==> src/rtl/qdr_dly_pkg.sv <==
// Shared definitions for the QDR delay-tap stepper: register word indices,
// CTRL/STATUS field positions (in little-endian field numbering, i.e. after
// the OPB bit-order swap) and the burst FSM state encoding.
package qdr_dly_pkg;

    localparam logic [3:0] REG_CTRL      = 4'd0;
    localparam logic [3:0] REG_STATUS    = 4'd1;
    localparam logic [3:0] REG_MASK_IDX  = 4'd2;
    localparam logic [3:0] REG_MASK_DATA = 4'd3;
    localparam logic [3:0] REG_TAP_IDX   = 4'd4;
    localparam logic [3:0] REG_TAP_VAL   = 4'd5;

    localparam int unsigned CTRL_START = 0;
    localparam int unsigned CTRL_DIR   = 1;
    localparam int unsigned CTRL_ABORT = 2;
    localparam int unsigned CTRL_CLEAR = 3;
    localparam int unsigned STEPS_LSB  = 8;
    localparam int unsigned STEPS_W    = 5;

    localparam int unsigned STAT_BUSY    = 0;
    localparam int unsigned STAT_DONE    = 1;
    localparam int unsigned STAT_ABORTED = 2;
    localparam int unsigned STAT_SAT     = 3;

    typedef enum logic [1:0] {
        S_IDLE,
        S_PULSE,
        S_GAP,
        S_DONE
    } dly_state_e;

endpackage

==> src/rtl/qdr_dly_tap_cntr.sv <==
// Single-channel saturating up/down tap counter mirroring one PHY delay element.
//   clk, rst_n : clock, asynchronous active-low reset
//   en         : one-cycle step request (already gated against the bound)
//   dir        : 1 = increment, 0 = decrement
//   clr        : synchronous clear to tap 0 (wins over en)
//   tap        : current tap count
//   at_max     : tap is at 2^TAP_W-1
//   at_min     : tap is at 0
module qdr_dly_tap_cntr #(
    parameter int unsigned TAP_W = 5
) (
    input  logic             clk,
    input  logic             rst_n,
    input  logic             en,
    input  logic             dir,
    input  logic             clr,
    output logic [TAP_W-1:0] tap,
    output logic             at_max,
    output logic             at_min
);

    assign at_max = (tap == '1);
    assign at_min = (tap == '0);

    always_ff @(posedge clk or negedge rst_n) begin
        if (!rst_n) begin
            tap <= '0;
        end else if (clr) begin
            tap <= '0;
        end else if (en) begin
            if (dir && !at_max) begin
                tap <= tap + 1'b1;
            end else if (!dir && !at_min) begin
                tap <= tap - 1'b1;
            end
        end
    end

endmodule

==> src/rtl/qdr_dly_stepper.sv <==
// OPB slave that issues programmable bursts of delay-enable pulses to NUM_CH
// QDR PHY delay taps, keeps a saturating shadow tap count per channel and
// offers indexed tap readback.
//   OPB_Clk, OPB_Rst_n          : clock, asynchronous active-low reset
//   OPB_ABus/DBus/RNW/select    : OPB slave request (DBus in [0:31] bit order)
//   OPB_BE, OPB_seqAddr         : unused
//   Sl_DBus, Sl_xferAck         : read data (0 when not acking), acknowledge
//   Sl_errAck/retry/toutSup     : tied 0
//   dly_en                      : one-cycle per-channel delay enable pulses
//   dly_inc_dec                 : burst direction, held for the whole burst
//   dly_busy                    : burst in progress
module qdr_dly_stepper
    import qdr_dly_pkg::*;
#(
    parameter logic [31:0] C_BASEADDR   = 32'h0000_0000,
    parameter logic [31:0] C_HIGHADDR   = 32'h0000_0000,
    parameter int unsigned C_OPB_AWIDTH = 32,
    parameter int unsigned C_OPB_DWIDTH = 32,
    parameter int unsigned NUM_CH       = 73,
    parameter int unsigned TAP_W        = 5,
    parameter int unsigned GAP          = 4
) (
    input  logic                    OPB_Clk,
    input  logic                    OPB_Rst_n,
    input  logic [C_OPB_AWIDTH-1:0] OPB_ABus,
    input  logic [3:0]              OPB_BE,
    input  logic [C_OPB_DWIDTH-1:0] OPB_DBus,
    input  logic                    OPB_RNW,
    input  logic                    OPB_select,
    input  logic                    OPB_seqAddr,
    output logic [C_OPB_DWIDTH-1:0] Sl_DBus,
    output logic                    Sl_xferAck,
    output logic                    Sl_errAck,
    output logic                    Sl_retry,
    output logic                    Sl_toutSup,
    output logic [NUM_CH-1:0]       dly_en,
    output logic                    dly_inc_dec,
    output logic                    dly_busy
);

    localparam logic [C_OPB_AWIDTH-1:0] BASE = C_OPB_AWIDTH'(C_BASEADDR);
    localparam logic [C_OPB_AWIDTH-1:0] SPAN = C_OPB_AWIDTH'(C_HIGHADDR - C_BASEADDR);
    localparam logic [127:0] CH_VALID = (NUM_CH >= 128) ? '1 : ((128'd1 << NUM_CH) - 128'd1);
    localparam int unsigned GW = (GAP > 1) ? $clog2(GAP) : 1;

    logic [C_OPB_AWIDTH-1:0] offs;
    logic [C_OPB_AWIDTH:0]   span_diff;
    logic                    sel, wr, ctrl_wr;
    logic [3:0]              widx;
    logic [C_OPB_DWIDTH-1:0] wfield, rfield;

    logic                    ctrl_dir;
    logic [STEPS_W-1:0]      ctrl_steps, remaining;
    logic [1:0]              mask_idx;
    logic [6:0]              tap_idx;
    logic [127:0]            mask_q, mask_vis;
    logic [NUM_CH-1:0]       act_mask, at_max, at_min, at_bound;
    logic [TAP_W-1:0]        taps [NUM_CH];
    logic [TAP_W-1:0]        tap_rd;
    logic                    done_q, aborted_q, sat_q;
    logic [GW-1:0]           gap_cnt;

    dly_state_e state, state_n;
    logic latch_burst, dec_rem, set_done, set_abort, set_sat, tap_clr;

    // Range check as a borrow out of offs - SPAN: one subtractor, and no
    // constant comparison when the window starts at address 0.
    assign offs      = OPB_ABus - BASE;
    assign span_diff = {1'b0, offs} - {1'b0, SPAN};
    assign sel       = OPB_select && span_diff[C_OPB_AWIDTH];
    assign widx      = offs[5:2];

    always_ff @(posedge OPB_Clk or negedge OPB_Rst_n) begin
        if (!OPB_Rst_n) Sl_xferAck <= 1'b0;
        else            Sl_xferAck <= sel && !Sl_xferAck;
    end

    assign wr      = Sl_xferAck && sel && !OPB_RNW;
    assign ctrl_wr = wr && (widx == REG_CTRL);

    always_comb begin
        wfield  = '0;
        Sl_DBus = '0;
        for (int unsigned i = 0; i < C_OPB_DWIDTH; i++) begin
            wfield[i] = OPB_DBus[C_OPB_DWIDTH-1-i];
            if (Sl_xferAck) Sl_DBus[C_OPB_DWIDTH-1-i] = rfield[i];
        end
    end

    assign Sl_errAck  = 1'b0;
    assign Sl_retry   = 1'b0;
    assign Sl_toutSup = 1'b0;

    always_ff @(posedge OPB_Clk or negedge OPB_Rst_n) begin
        if (!OPB_Rst_n) begin
            ctrl_dir   <= 1'b0;
            ctrl_steps <= '0;
            mask_idx   <= '0;
            tap_idx    <= '0;
            mask_q     <= '0;
        end else if (wr) begin
            case (widx)
                REG_CTRL: begin
                    ctrl_dir   <= wfield[CTRL_DIR];
                    ctrl_steps <= wfield[STEPS_LSB +: STEPS_W];
                end
                REG_MASK_IDX:  mask_idx <= wfield[1:0];
                REG_MASK_DATA: mask_q[{mask_idx, 5'b0} +: 32] <= wfield[31:0];
                REG_TAP_IDX:   tap_idx <= wfield[6:0];
                default: ;
            endcase
        end
    end

    assign mask_vis = mask_q & CH_VALID;

    always_comb begin
        tap_rd = '0;
        for (int unsigned i = 0; i < NUM_CH; i++) begin
            if (32'(tap_idx) == i) tap_rd = taps[i];
        end
    end

    always_comb begin
        rfield = '0;
        case (widx)
            REG_CTRL: begin
                rfield[CTRL_DIR]            = ctrl_dir;
                rfield[STEPS_LSB +: STEPS_W] = ctrl_steps;
            end
            REG_STATUS: begin
                rfield[STAT_BUSY]            = dly_busy;
                rfield[STAT_DONE]            = done_q;
                rfield[STAT_ABORTED]         = aborted_q;
                rfield[STAT_SAT]             = sat_q;
                rfield[STEPS_LSB +: STEPS_W] = remaining;
            end
            REG_MASK_IDX:  rfield[1:0]       = mask_idx;
            REG_MASK_DATA: rfield[31:0]      = mask_vis[{mask_idx, 5'b0} +: 32];
            REG_TAP_IDX:   rfield[6:0]       = tap_idx;
            REG_TAP_VAL:   rfield[TAP_W-1:0] = tap_rd;
            default: ;
        endcase
    end

    assign at_bound = dly_inc_dec ? at_max : at_min;

    always_ff @(posedge OPB_Clk or negedge OPB_Rst_n) begin
        if (!OPB_Rst_n) state <= S_IDLE;
        else            state <= state_n;
    end

    always_comb begin
        state_n     = state;
        latch_burst = 1'b0;
        dec_rem     = 1'b0;
        set_done    = 1'b0;
        set_abort   = 1'b0;
        set_sat     = 1'b0;
        dly_en      = '0;
        case (state)
            S_IDLE: begin
                if (ctrl_wr && wfield[CTRL_START]) begin
                    if (wfield[STEPS_LSB +: STEPS_W] != '0) begin
                        latch_burst = 1'b1;
                        state_n     = S_PULSE;
                    end else begin
                        set_done = 1'b1;
                    end
                end
            end
            S_PULSE: begin
                dly_en  = act_mask & ~at_bound;
                set_sat = |(act_mask & at_bound);
                dec_rem = 1'b1;
                state_n = S_GAP;
            end
            S_GAP: begin
                if (gap_cnt == GW'(GAP - 1)) state_n = (remaining != '0) ? S_PULSE : S_DONE;
            end
            S_DONE: begin
                set_done = 1'b1;
                state_n  = S_IDLE;
            end
            default: state_n = S_IDLE;
        endcase
        // Abort overrides any transition, including DONE's done flag; the
        // combinational pulse of the current cycle is left untouched.
        if (state != S_IDLE && ctrl_wr && wfield[CTRL_ABORT]) begin
            state_n   = S_IDLE;
            set_abort = 1'b1;
            set_done  = 1'b0;
        end
    end

    assign dly_busy = (state != S_IDLE);
    assign tap_clr  = ctrl_wr && wfield[CTRL_CLEAR] && (state == S_IDLE);

    always_ff @(posedge OPB_Clk or negedge OPB_Rst_n) begin
        if (!OPB_Rst_n) begin
            gap_cnt     <= '0;
            remaining   <= '0;
            act_mask    <= '0;
            dly_inc_dec <= 1'b0;
            done_q      <= 1'b0;
            aborted_q   <= 1'b0;
            sat_q       <= 1'b0;
        end else begin
            gap_cnt <= (state == S_GAP) ? gap_cnt + 1'b1 : '0;
            if (latch_burst) begin
                remaining   <= wfield[STEPS_LSB +: STEPS_W];
                act_mask    <= mask_q[NUM_CH-1:0];
                dly_inc_dec <= wfield[CTRL_DIR];
            end else if (dec_rem) begin
                remaining <= remaining - 1'b1;
            end
            // A CTRL write clears the sticky flags; an event in the same cycle wins.
            if (ctrl_wr) begin
                done_q    <= 1'b0;
                aborted_q <= 1'b0;
                sat_q     <= 1'b0;
            end
            if (set_done)  done_q    <= 1'b1;
            if (set_abort) aborted_q <= 1'b1;
            if (set_sat)   sat_q     <= 1'b1;
        end
    end

    for (genvar g = 0; g < NUM_CH; g++) begin : g_ch
        qdr_dly_tap_cntr #(.TAP_W(TAP_W)) u_tap (
            .clk    (OPB_Clk),
            .rst_n  (OPB_Rst_n),
            .en     (dly_en[g]),
            .dir    (dly_inc_dec),
            .clr    (tap_clr),
            .tap    (taps[g]),
            .at_max (at_max[g]),
            .at_min (at_min[g])
        );
    end

    logic unused_ok;
    assign unused_ok = ^{OPB_BE, OPB_seqAddr, wfield};

endmodule

==> config.mk <==
export PLATFORM = sky130hd
export DESIGN_NAME = qdr_dly_stepper
export DESIGN_NICKNAME = d
export VERILOG_FILES = /design/src/rtl/qdr_dly_pkg.sv /design/src/rtl/qdr_dly_tap_cntr.sv /design/src/rtl/qdr_dly_stepper.sv
export SDC_FILE = /design/constraint.sdc
export NUM_CORES = 1
export LEC_CHECK = 0
export CAP_MARGIN = 10
export CORE_ASPECT_RATIO = 1.5
export CORE_MARGIN = 2
export CORE_UTILIZATION = 24
export DETAILED_ROUTE_END_ITERATION = 6
export PLACE_DENSITY_LB_ADDON = 0.05
export SYNTH_ARGS = -nofsm -noshare
export SYNTH_HDL_FRONTEND = slang
export SYNTH_SLANG_ARGS = --single-unit
==> constraint.sdc <==
create_clock -name OPB_Clk -period 1.2 [get_ports OPB_Clk]
set_input_delay 0.36 -clock OPB_Clk [delete_from_list [all_inputs] [get_ports OPB_Clk]]
set_output_delay 0.36 -clock OPB_Clk [all_outputs]
set_load 0.005 [all_outputs]
==> results of run 1 <==
routing by layer:
layer / up-vias / global-route usage / wire length (um)
li1: 243 / - / -
met1: 244 / 0.0317 / 296
met2: 86 / 0.0547 / 640
met3: 2 / 0.0245 / 321
met4: 0 / 0.0278 / 8
met5: - / 0 / 0
cell usage in the layout (no fill, tap or decap), drive strengths merged, types with 4 or more instances in the layout:
| cell type | instances |
|---|---|
| dfrtp | 9 |
| clkbuf | 4 |
| inv | 4 |
| buf | 8 |
| nor2 | 4 |
| conb | 110 |
through the flow:
| stage | worst slack, ns | power [mW] |
|---|---|---|
| 2_1_floorplan | 0.123 | 0.644 |
| 3_3_place_gp | -0.248 | 0.396 |
| 3_5_place_dp | -0.251 | 0.395 |
| 4_1_cts | -0.123 | 0.749 |
| 5_1_grt | -0.151 | 0.797 |
| 6_report | -0.115 | 0.739 |
path summary, 6_finish.rpt:
kind | end | slack (ns)
hold / removal | gap_cnt[0] | 0.43
min in group OPB_Clk | gap_cnt[0] | 0.43
setup reg to reg | remaining[4] | 0.08
hold reg to reg | gap_cnt[0] | 0.43
max in group asynchronous | remaining[4] | 0.64
setup / recovery | dly_busy | -0.11
registers in the layout, indices dropped and copies added (netlist names):
signal,count
remaining,5
gap_cnt,2
state,2
repair_timing:
action | 4_1_cts | 5_1_grt
setup endpoints to repair | 1 | 4
pin swaps | 0 | 3
gates resized for setup | 6 | 5
buffers inserted | 1 | 2
cloned | 0 | 0
where the power goes:
| group | leakage [nW] | internal (mW) | switching, mW |
|---|---|---|---|
| sequential | 0.126 | 0.305 | 0 |
| combinational | 0.479 | 0.00499 | 0.0890 |
| clock | 0.0228 | 0.231 | 0.109 |
| total | 0.627 | 0.540 | 0.198 |
layout make-up:
type	instances	area, um2	share of cell area
clock buffer	4	45.0	0.0425
inverter	4	15.0	0.0142
multi-input combinational	130	616	0.581
sequential	9	225	0.213
tap	68	85.1	0.0803
timing repair buffer	9	73.8	0.0697
worst max-delay path, delay by kind of cell (launching register included):
kind / cells / cell delay, ns
and+or+nand+nor: 1 / 0.25
buffers and inverters: 1 / 0.11
DFF: 1 / 0.37
logic make-up (layout without fill, tap and decap cells):
family / Yosys count / after routing / synth area share
AOI/OAI and AO/OA: 2 / 2 / 0.00809
xor gates and xnor gates: 4 / 4 / 0.0283
adders and majority gates: 2 / 2 / 0.0202
buffers and inverters: 114 / 17 / 0.680
DFF: 9 / 9 / 0.182
other: 1 / 110 / 0.00303
and+or+nand+nor: 12 / 12 / 0.0779
==> PnR_summary.wiki, run 1 <==
{| class="wikitable"
! Metric !! Value
|-
| Run status || finished with violations
|-
| Wire per inst || between 5 and 6 um
|-
| Layout area overhead || -14.3%
|-
| Final hold violation count || 0
|-
| Cell area after synthesis || between 1000 and 1500 um2
|-
| Pin count of the biggest net entering global routing || 10
|-
| Wire length of the first global-routing pass || 1.46 mm
|-
| Peak supply drop || 0.000181 V
|-
| Post-detail-place hpwl || 1.07 mm
|-
| Cell at the root of the clock tree || sky130_fd_sc_hd__clkbuf_8
|-
| Crit Path Max Fanout || 2
|-
| Total vias in the final route || around 580
|-
| Clock latency at the later pin of the worst-skew pair || ~0.23 ns
|-
| Areal power density over the cells || between 600 and 700 nW/um2
|-
| Ports || 184
|-
| Hold-fix buffer count after cts || 0
|-
| Path type of the worst min-delay path || input port to async pin
|-
| Mean number of vias per cell || 2.57
|-
| Period Utilization, post-route || 1.10
|-
| ANT nets after route || 0
|-
| Via count of the first global-routing pass || 322
|-
| Data required, critical path || 0.84 ns
|-
| Critical setup path kind || register to output port
|-
| Placed cell area || 962 um2
|-
| Starting density of the core || 0.245
|-
| Number of nets in the final layout || 232
|-
| Initial drt markers || 3
|-
| Final Worst Setup Slack || -0.115 ns
|-
| Critical path capture point type || output port
|-
| CP max-delay cell || sky130_fd_sc_hd__dfrtp_1
|-
| RSZ-0062 raised after global routing || true
|-
| Post-route cell area || 1060 um2
|-
| PortBufs || 2
|-
| Instance count after placement with tap cells included || 218
|-
| Antenna diodes || 0
|-
| Min Tclk post-route || 1.31 ns
|-
| Floorplan die area || 5750 um2
|-
| Die boundary height || 91.9 um
|-
| Most used DFF post-synth || sky130_fd_sc_hd__dfrtp_1
|-
| Fraction of final layout cells with drive strength greater than 1 || 0.115
|-
| Core Box Area || between 5000 and 6000 um2
|-
| Finished Layout Cells || 224
|-
| TritonCTS clock tree || yes
|-
| Top post-synthesis cells by count || sky130_fd_sc_hd__buf_4, sky130_fd_sc_hd__dfrtp_1, sky130_fd_sc_hd__inv_1, sky130_fd_sc_hd__nor2_1
|-
| Sum of negative setup slack || -0.115 ns
|-
| Final Max Tran Viols || 0
|-
| Maximum cell stage delay along the critical path || roughly 0.37 ns
|-
| Leakage component of the power || 0.627 nW
|-
| Final setup skew || 0.000534 ns
|-
| Combined global-route utilization of all metal layers || 0.0354
|-
| FF+latch count, synth || 9
|-
| Final weighted congestion in routability-driven placement || 0.590
|-
| Routed WL || 1.27 mm
|-
| Global-route congestion overflow total || 0
|-
| Fillers || 560
|-
| Row Count || 32
|-
| Final design utilization || 0.210
|-
| Cts bufs inserted || 3
|-
| Library cell with the highest instance count after synthesis || sky130_fd_sc_hd__buf_4
|-
| Arrival time worst endpoint || approximately 0.95 ns
|-
| Number of synthesized flops with an enable pin || 0
|-
| 1st-pass router iterations || 3
|-
| Cell accounting for the most synthesized area || sky130_fd_sc_hd__buf_4
|-
| DRC Markers || 0
|-
| Failing checks || negative setup slack
|-
| Hold_ws || 0.432 ns
|-
| Yosys top cell area share || 0.668
|-
| Max Cap Viol || 0
|-
| Number of setup violations in the final report || 1
|-
| Top achievable clock speed || 761 MHz
|-
| Synth top area cells || sky130_fd_sc_hd__buf_4, sky130_fd_sc_hd__dfrtp_1, sky130_fd_sc_hd__ha_1
|-
| Count of different cell masters after synthesis || 18
|-
| Proportion of synthesized flip-flops having asynchronous set or reset || 1.00
|-
| CP Cell Sequence || or2_4 > buf_6
|-
| Cell count after synthesis || around 140
|-
| Number of synthesis warnings || 0
|-
| Sequential share of the synthesized area || 0.182
|-
| Count of H-tree levels built during CTS || 1
|-
| Launch point of the critical path || state[0]
|-
| Initial antenna violation count || 0
|-
| Mean Syn Cell Area || 8.58 um2
|-
| Horizontal extent of the die || 62.6 um
|-
| Num Clock Sinks || 9
|-
| R2r worst-path depth || 5
|-
| Crit Reg-Reg Startpoint || remaining[0]
|-
| Clk buf depth || 2
|-
| Startpoint type of the worst setup path || register
|-
| CTS clock-pin slew for the worst setup and hold paths || ~0.04 ns
|}
Note: power is estimated with default switching activity, not from simulation.
==> run 2: changes to the inputs <==
--- a/config.mk
+++ b/config.mk
@@ -5,7 +5,8 @@
 export SDC_FILE = /design/constraint.sdc
 export NUM_CORES = 1
 export LEC_CHECK = 0
-export CAP_MARGIN = 10
+export ABC_AREA = 0
+export CAP_MARGIN = 20
 export CORE_ASPECT_RATIO = 1.5
 export CORE_MARGIN = 2
 export CORE_UTILIZATION = 24
==> results of run 2 <==
Final layout, timing and power as in run 1 (identical DEF).
